**src/rtl/intersection_scheduler.sv**
```systemverilog
// Four-approach right-of-way scheduler: round-robin green grants with minimum
// green, yellow and all-red intervals, home-phase parking and emergency preemption.
module intersection_scheduler #(
    parameter int GREEN_MIN = 70,
    parameter int YELLOW_T  = 25,
    parameter int ALLRED_T  = 1,
    parameter int HOME      = 0,
    parameter int CNT_W     = 8
) (
    input  logic        clk,
    input  logic        rst_n,
    input  logic [3:0]  req,
    input  logic        emg,
    input  logic [1:0]  emg_phase,
    output logic [11:0] light,
    output logic [1:0]  cur_phase,
    output logic [1:0]  state,
    output logic        emg_active
);

    typedef enum logic [1:0] {
        GREEN  = 2'b00,
        YELLOW = 2'b01,
        ALLRED = 2'b10
    } phase_state_t;

    localparam logic [CNT_W-1:0] G_LAST   = CNT_W'(GREEN_MIN - 1);
    localparam logic [CNT_W-1:0] Y_LAST   = CNT_W'(YELLOW_T - 1);
    localparam logic [CNT_W-1:0] A_LAST   = CNT_W'(ALLRED_T - 1);
    localparam logic [CNT_W-1:0] CNT_ONE  = CNT_W'(1);
    localparam logic [CNT_W-1:0] CNT_ZERO = '0;
    localparam logic [1:0]       HOME_P   = 2'(HOME);
    localparam logic [11:0]      HOME_LIGHT = 12'b001_001_001_001
                                            ^ (12'b101 << (3 * HOME));

    phase_state_t     state_q, state_n;
    logic [1:0]       cur_q, cur_n;
    logic [1:0]       target_q, target_n;
    logic [CNT_W-1:0] cnt_q, cnt_n;
    logic [11:0]      light_q, light_n;
    logic             emg_active_q, emg_active_n;
    logic [1:0]       cand, idx, tgt;
    logic             cand_vld;

    always_ff @(posedge clk) begin
        if (!rst_n) begin
            state_q      <= GREEN;
            cur_q        <= HOME_P;
            target_q     <= HOME_P;
            cnt_q        <= CNT_ZERO;
            light_q      <= HOME_LIGHT;
            emg_active_q <= 1'b0;
        end else begin
            state_q      <= state_n;
            cur_q        <= cur_n;
            target_q     <= target_n;
            cnt_q        <= cnt_n;
            light_q      <= light_n;
            emg_active_q <= emg_active_n;
        end
    end

    // Nearest requester after the current phase; scanning downward lets the closest one win.
    always_comb begin
        cand     = cur_q;
        cand_vld = 1'b0;
        idx      = cur_q;
        for (int k = 3; k >= 1; k--) begin
            idx = cur_q + 2'(k);
            if (req[idx]) begin
                cand     = idx;
                cand_vld = 1'b1;
            end
        end
    end

    always_comb begin
        state_n  = state_q;
        cur_n    = cur_q;
        target_n = target_q;
        cnt_n    = cnt_q;
        tgt      = emg ? emg_phase : target_q;
        case (state_q)
            GREEN: begin
                cnt_n = (cnt_q == G_LAST) ? cnt_q : cnt_q + CNT_ONE;
                if (emg) begin
                    if (emg_phase != cur_q) begin
                        state_n  = YELLOW;
                        cnt_n    = CNT_ZERO;
                        target_n = emg_phase;
                    end
                end else if (cnt_q == G_LAST) begin
                    if (cand_vld) begin
                        state_n  = YELLOW;
                        cnt_n    = CNT_ZERO;
                        target_n = cand;
                    end else if (cur_q != HOME_P && !req[cur_q]) begin
                        state_n  = YELLOW;
                        cnt_n    = CNT_ZERO;
                        target_n = HOME_P;
                    end
                end
            end
            YELLOW: begin
                cnt_n    = cnt_q + CNT_ONE;
                target_n = tgt;
                if (cnt_q == Y_LAST) begin
                    state_n = ALLRED;
                    cnt_n   = CNT_ZERO;
                end
            end
            ALLRED: begin
                cnt_n    = cnt_q + CNT_ONE;
                target_n = tgt;
                if (cnt_q == A_LAST) begin
                    state_n = GREEN;
                    cnt_n   = CNT_ZERO;
                    cur_n   = tgt;
                end
            end
            default: begin
                state_n = GREEN;
                cnt_n   = CNT_ZERO;
            end
        endcase
    end

    // Lights are decoded from the next state so they are registered alongside it.
    always_comb begin
        light_n = 12'b001_001_001_001;
        for (int i = 0; i < 4; i++) begin
            if (cur_n == 2'(i)) begin
                case (state_n)
                    GREEN:   light_n[3*i +: 3] = 3'b100;
                    YELLOW:  light_n[3*i +: 3] = 3'b010;
                    default: light_n[3*i +: 3] = 3'b001;
                endcase
            end
        end
        emg_active_n = (state_n == GREEN) && (cur_n == emg_phase) && emg;
    end

    assign light      = light_q;
    assign cur_phase  = cur_q;
    assign state      = state_q;
    assign emg_active = emg_active_q;

endmodule

```
**config.mk**
```make
export PLATFORM = sky130hd
export DESIGN_NAME = intersection_scheduler
export DESIGN_NICKNAME = d
export VERILOG_FILES = /design/src/rtl/intersection_scheduler.sv
export SDC_FILE = /design/constraint.sdc
export NUM_CORES = 1
export LEC_CHECK = 0
export BUFFER_PORTS_ARGS = -buffer_cell sky130_fd_sc_hd__buf_2
export CAP_MARGIN = 20
export CORE_ASPECT_RATIO = 1.25
export CORE_UTILIZATION = 52
export CTS_BUF_LIST = sky130_fd_sc_hd__clkbuf_8
export CTS_CLUSTER_DIAMETER = 40
export DETAILED_ROUTE_END_ITERATION = 12
export HOLD_SLACK_MARGIN = 0.05
export PLACE_DENSITY = 0.8
export SYNTH_ARGS = -nofsm -noshare
export SYNTH_HDL_FRONTEND = slang
export SYNTH_SLANG_ARGS = --single-unit
```
**constraint.sdc**
```tcl
create_clock -name clk -period 2.3 [get_ports clk]
set_clock_uncertainty 0.2 [all_clocks]
set_input_delay 0 -clock clk [delete_from_list [all_inputs] [get_ports clk]]
set_output_delay 0 -clock clk [all_outputs]
set_load 0.005 [all_outputs]
```
==> metrics.cfg, run 1 <==
[placed_design]
place_congestion=0.863
dpl_cell_area_sq_mm=0.00178
pre_cts_slack_ps=-52.4
hpwl_um=2600
port_buffers=25

[synthesis]
yosys-top-cells-area=dfxtp_1, ha_1, xor2_1
syn-num-nets=190
synth_edf_count=0
synth-seq-cells=27
syn_area_sq_mm=0.00159
avgSynthCellArea_sq_um=9.21
synth_cell_types=53
synthTopCellsByCount=dfxtp_1, inv_1, nor3_1
ys.flop_type=dfxtp_1
ys_seq_area_share_pct=33.9
yosysWarnings=0
async_flop_share_pct=0
synth_cells=173
yosys.area.top_type_share_pct=33.9
yosysMostFrequentCell=dfxtp_1
yosysTopAreaCell=dfxtp_1

[power]
ir_drop_mv=0.378
cellPowerDensity_mw_per_mm2=499
p_leak_nw=0.789

[worst_hold_path]
hold_start=req[0]
min_path_type=input port to flip-flop

[clock_network]
numCtsBuffers=3
cts.sink_count=27
cts_tree=done
clk_pin_slew_ps=90
clk_latency_ps=280
clockRootBuffer=clkbuf_8
clockBufferDepth=2
htreeDepth=1

[timing]
rsz0062_at_grt=true
tns_ps=0
hold_viol=0
fmax_mhz=443
setup_ws_ps=42.8
period_share_pct=98.1
tightest_slew_ps=458
setup_violations=0
finalCriticalPeriod_ps=2260
relSlewSlack_pct=69.2
holdWs_ps=186
slew_violations=0

[floorplan]
io-pin-count=26
die_y_um=63.9
die-area_sq_mm=0.00329
die_w_um=51.5
fp-row-count=22
fp.coreArea_sq_mm=0.00292
start_util_pct=54.6

[route]
dr.pass1.iters=4
wl_per_cell_um=14.8
antenna_left=0
drt-initial-drc-count=36
vias=1395
viasPerCell=5.67
routed_wl_um=3650
drc_errors=0

[finish]
register_area_sq_um=542
antennaDiodeCount=0
multi_input_area_sq_mm=0.00105
layout-drive-gt1-share_pct=30.0
area_growth_pct=23.0
stdcell_area_sq_mm=0.00196
final_nets=228
fin_util_pct=67.2
nFillCells=241

[global_route]
grt_pass1_wl_um=5660
antenna_found_initial=0
grt_remaining_overflow=0
grt_usage_pct=22.7
first_global_vias=1290
grt_max_degree=17

[setup_path]
end_kind=flip-flop
cp_max_fo=6
crit_arrival_ps=2260
critPathLaunchType=flip-flop
crit_type=flip-flop to flip-flop
critPathRequiredTime_ps=2300
worstSetupStartpoint=cur_phase[0]
timing.rr.start=cur_phase[0]

[outcome]
status=finished clean

[job]
maxCapViolCount=0

-- final cells by class --
cell class	count	share of cell area, %
Clock inverter	1	0.383
Tap cell	36	2.30
Sequential cell	27	27.6
Clock buffer	3	2.11
Multi-Input combinational cell	130	53.4
Inverter	10	1.91
Timing Repair Buffer	39	12.3
-- path summary, 6_finish.rpt --
| check | endpoint | cells past startpoint | slack [ps] |
|---|---|---|---|
| max | light[11] | 6 | 40 |
| min reg2reg | target_q[0] | 1 | 350 |
| max reg2reg | light[11] | 6 | 40 |
| min | target_q[1] | 5 | 190 |
-- worst max-delay path, cell delays in order, from the launching register on --
cell	delay [ps]
dfxtp_2	400
mux2_2	360
o32a_1	370
a21oi_2	240
o221ai_2	170
nor2b_4	170
nor4_2	270
-- power by group --
group | switching (W) | internal (W)
registers | 0.0000132 | 0.000484
logic | 0.000113 | 0.0000910
clock network | 0.000152 | 0.000123
-- layout by cell type (no fill, tap or decap), drive strengths merged, types with 3 or more instances in the layout --
cell type	count
nor3	12
nor2	7
clkbuf	3
xnor2	3
nand2b	9
and2	5
a21o	4
a21oi	5
nand3	8
o21ai	9
nor2b	6
inv	10
nand2	6
nand3b	3
or2	3
buf	35
nor4	3
ha	8
dlygate4sd3	4
a211oi	5
mux2i	4
xor2	6
dfxtp	27
-- repair_timing --
action                     in CTS  in global routing
hold endpoints to repair       22                  0
setup endpoints to repair      10                 15
resized for setup               4                 11
buffers inserted                0                  1
hold buffers                    4                  0
cloned                          0                  1
-- state kept, by name, summed over array words and instances (netlist names) --
name        count
state           2
cur_phase       2
target_q        2
emg_active      1
light          12
cnt_q           8
-- metrics by stage --
| step | total power, W | cells |
|---|---|---|
| final | 0.000978 | 246 |
| after global routing | 0.00102 | 246 |
| after CTS | 0.000962 | 244 |
| after detailed placement | 0.000680 | 236 |
| after global placement | 0.000671 | 236 |
| after floorplan | 0.000631 | 173 |
-- metal layers --
layer	GRT usage, %	part of all wire [%]
met1	26.8	42
met2	40.7	55
met3	2.86	2.9
met4	8.11	0.96
met5	0	0
-- cells by family (layout without fill, tap and decap cells) --
family | Yosys count | in the layout | synth area share (%)
AOI/OAI and AO/OA | 37 | 37 | 17.3
xor gates and xnor gates | 9 | 9 | 4.95
adders and majority gates | 8 | 8 | 6.28
buffers and inverters | 17 | 53 | 5.57
DFF | 27 | 27 | 33.9
muxes | 6 | 6 | 4.87
and+or+nand+nor | 69 | 70 | 27.1
Power figures use the tool's default switching activity.
==> run 2, diff against run 1 <==
--- a/config.mk
+++ b/config.mk
@@ -9,7 +9,7 @@
 export CAP_MARGIN = 20
 export CORE_ASPECT_RATIO = 1.25
 export CORE_UTILIZATION = 52
-export CTS_BUF_LIST = sky130_fd_sc_hd__clkbuf_8
+export CTS_BUF_LIST = sky130_fd_sc_hd__clkbuf_4
 export CTS_CLUSTER_DIAMETER = 40
 export DETAILED_ROUTE_END_ITERATION = 12
 export HOLD_SLACK_MARGIN = 0.05
==> metrics.cfg, run 2 (synthesis results as in run 1) <==
[timing]
period_share_pct=98.3
hold_viol=0
relSlewSlack_pct=69.6
rsz0062_at_grt=true
fmax_mhz=442
tns_ps=0
finalCriticalPeriod_ps=2260
setup_violations=0
tightest_slew_ps=452
setup_ws_ps=39.5
slew_violations=0

[setup_path]
reg2reg_slack_ps=40
r2r-end=light[10]
worstSetupStartpoint=cnt_q[0]
timing.rr.start=cnt_q[0]
rr_worst_depth=9
critPathRequiredTime_ps=2340
crit_arrival_ps=2300
cp_max_fo=4
end_kind=flip-flop
setup.worst_path.end=light[10]
crit_type=flip-flop to flip-flop
critPathLaunchType=flip-flop

[route]
antenna_left=0
wl_per_cell_um=14.6
drc_errors=0
viasPerCell=5.76
vias=1423
drt-initial-drc-count=27
routed_wl_um=3610
dr.pass1.iters=4

[floorplan]
io-pin-count=26
die_y_um=63.9
fp-row-count=22
die-area_sq_mm=0.00329
fp.coreArea_sq_mm=0.00292
die_w_um=51.5
start_util_pct=54.6

[placed_design]
hpwl_um=2600
port_buffers=25
dpl_cell_area_sq_mm=0.00178
place_inst=236
place_congestion=0.863
pre_cts_slack_ps=-52.4

[outcome]
status=finished clean

[clock_network]
htreeDepth=1
clk_pin_slew_ps=150
cts_tree=done
cts.sink_count=27
clockBufferDepth=2
clockRootBuffer=clkbuf_4
clk_latency_ps=330
numCtsBuffers=3

[global_route]
grt_pass1_wl_um=5580
grt_max_degree=17
grt_remaining_overflow=0
grt_usage_pct=21.7
first_global_vias=1303
antenna_found_initial=0

[finish]
largest_reg_flops=12
layout-drive-gt1-share_pct=30.8
stdcell_area_sq_mm=0.00195
fin_util_pct=66.9
final_cells=247
final_cell_mix=dfxtp_1, buf_2, buf_4
antennaDiodeCount=0
area_growth_pct=22.5
final_nets=229

[job]
maxCapViolCount=0

[power]
cellPowerDensity_mw_per_mm2=469
p_leak_nw=0.788
ir_drop_mv=0.340

[worst_hold_path]
min_path_type=input port to flip-flop

## run 2: critical path, stage by stage (launching register included)
cell	delay, ps
dfxtp_1	390
inv_1	70
ha_1	200
nor4b_4	130
buf_4	170
a21boi_4	190
a21oi_1	110
o221ai_2	250
nand2b_1	160
nor4_1	300
## run 2: metal layers
layer	routed length [um]	global-route usage, %	vias up	share of wire, %
met5	0	0	-	0
met4	18	4.05	0	0.50
met3	120	3.33	2	3.3
met2	1960	39.8	34	54
met1	1510	26.1	693	42
li1	-	-	694	-
## run 2: repair_timing
| action | 4_1_cts | 5_1_grt |
|---|---|---|
| buffers inserted | 0 | 2 |
| cloned | 0 | 1 |
| endpoints found under the setup margin | 10 | 15 |
| hold buffers | 4 | 0 |
| resized for setup | 4 | 12 |
| pin swaps | 0 | 1 |
| hold endpoints to repair | 22 | 0 |
## run 2: per-stage QoR
stage | total power (W) | hold slack, ps
floorplan | 0.000631 | -124
global placement | 0.000671 | 82.7
detailed placement | 0.000680 | 77.0
CTS | 0.000894 | 92.4
global route | 0.000961 | 141
finish | 0.000916 | 112
## run 2: how the worst min path moves through the flow
stage,start,to,cells after the start
2_1_floorplan,rst_n,light[2],1
3_3_place_gp,rst_n,light[2],2
3_5_place_dp,rst_n,light[2],2
4_1_cts,req[0],target_q[1],5
5_1_grt,req[0],target_q[1],5
6_report,req[0],target_q[1],5
## run 2: final cells by class
| class | instances | area [sq um] |
|---|---|---|
| multi-input cells | 130 | 1050 |
| clock inverters | 1 | 7.51 |
| well taps | 36 | 45.0 |
| clock buffers | 3 | 22.5 |
| fillers | 239 | 965 |
| flip-flops and latches | 27 | 543 |
| repair buffers | 40 | 248 |
| inverters | 10 | 37.5 |
## run 2: power by group
part | switching [W] | internal (W) | total, W
Sequential | 0.0000127 | 0.000486 | 0.000498
Clock | 0.000142 | 0.0000666 | 0.000209
Combinational | 0.000115 | 0.0000942 | 0.000209
Total | 0.000270 | 0.000646 | 0.000916
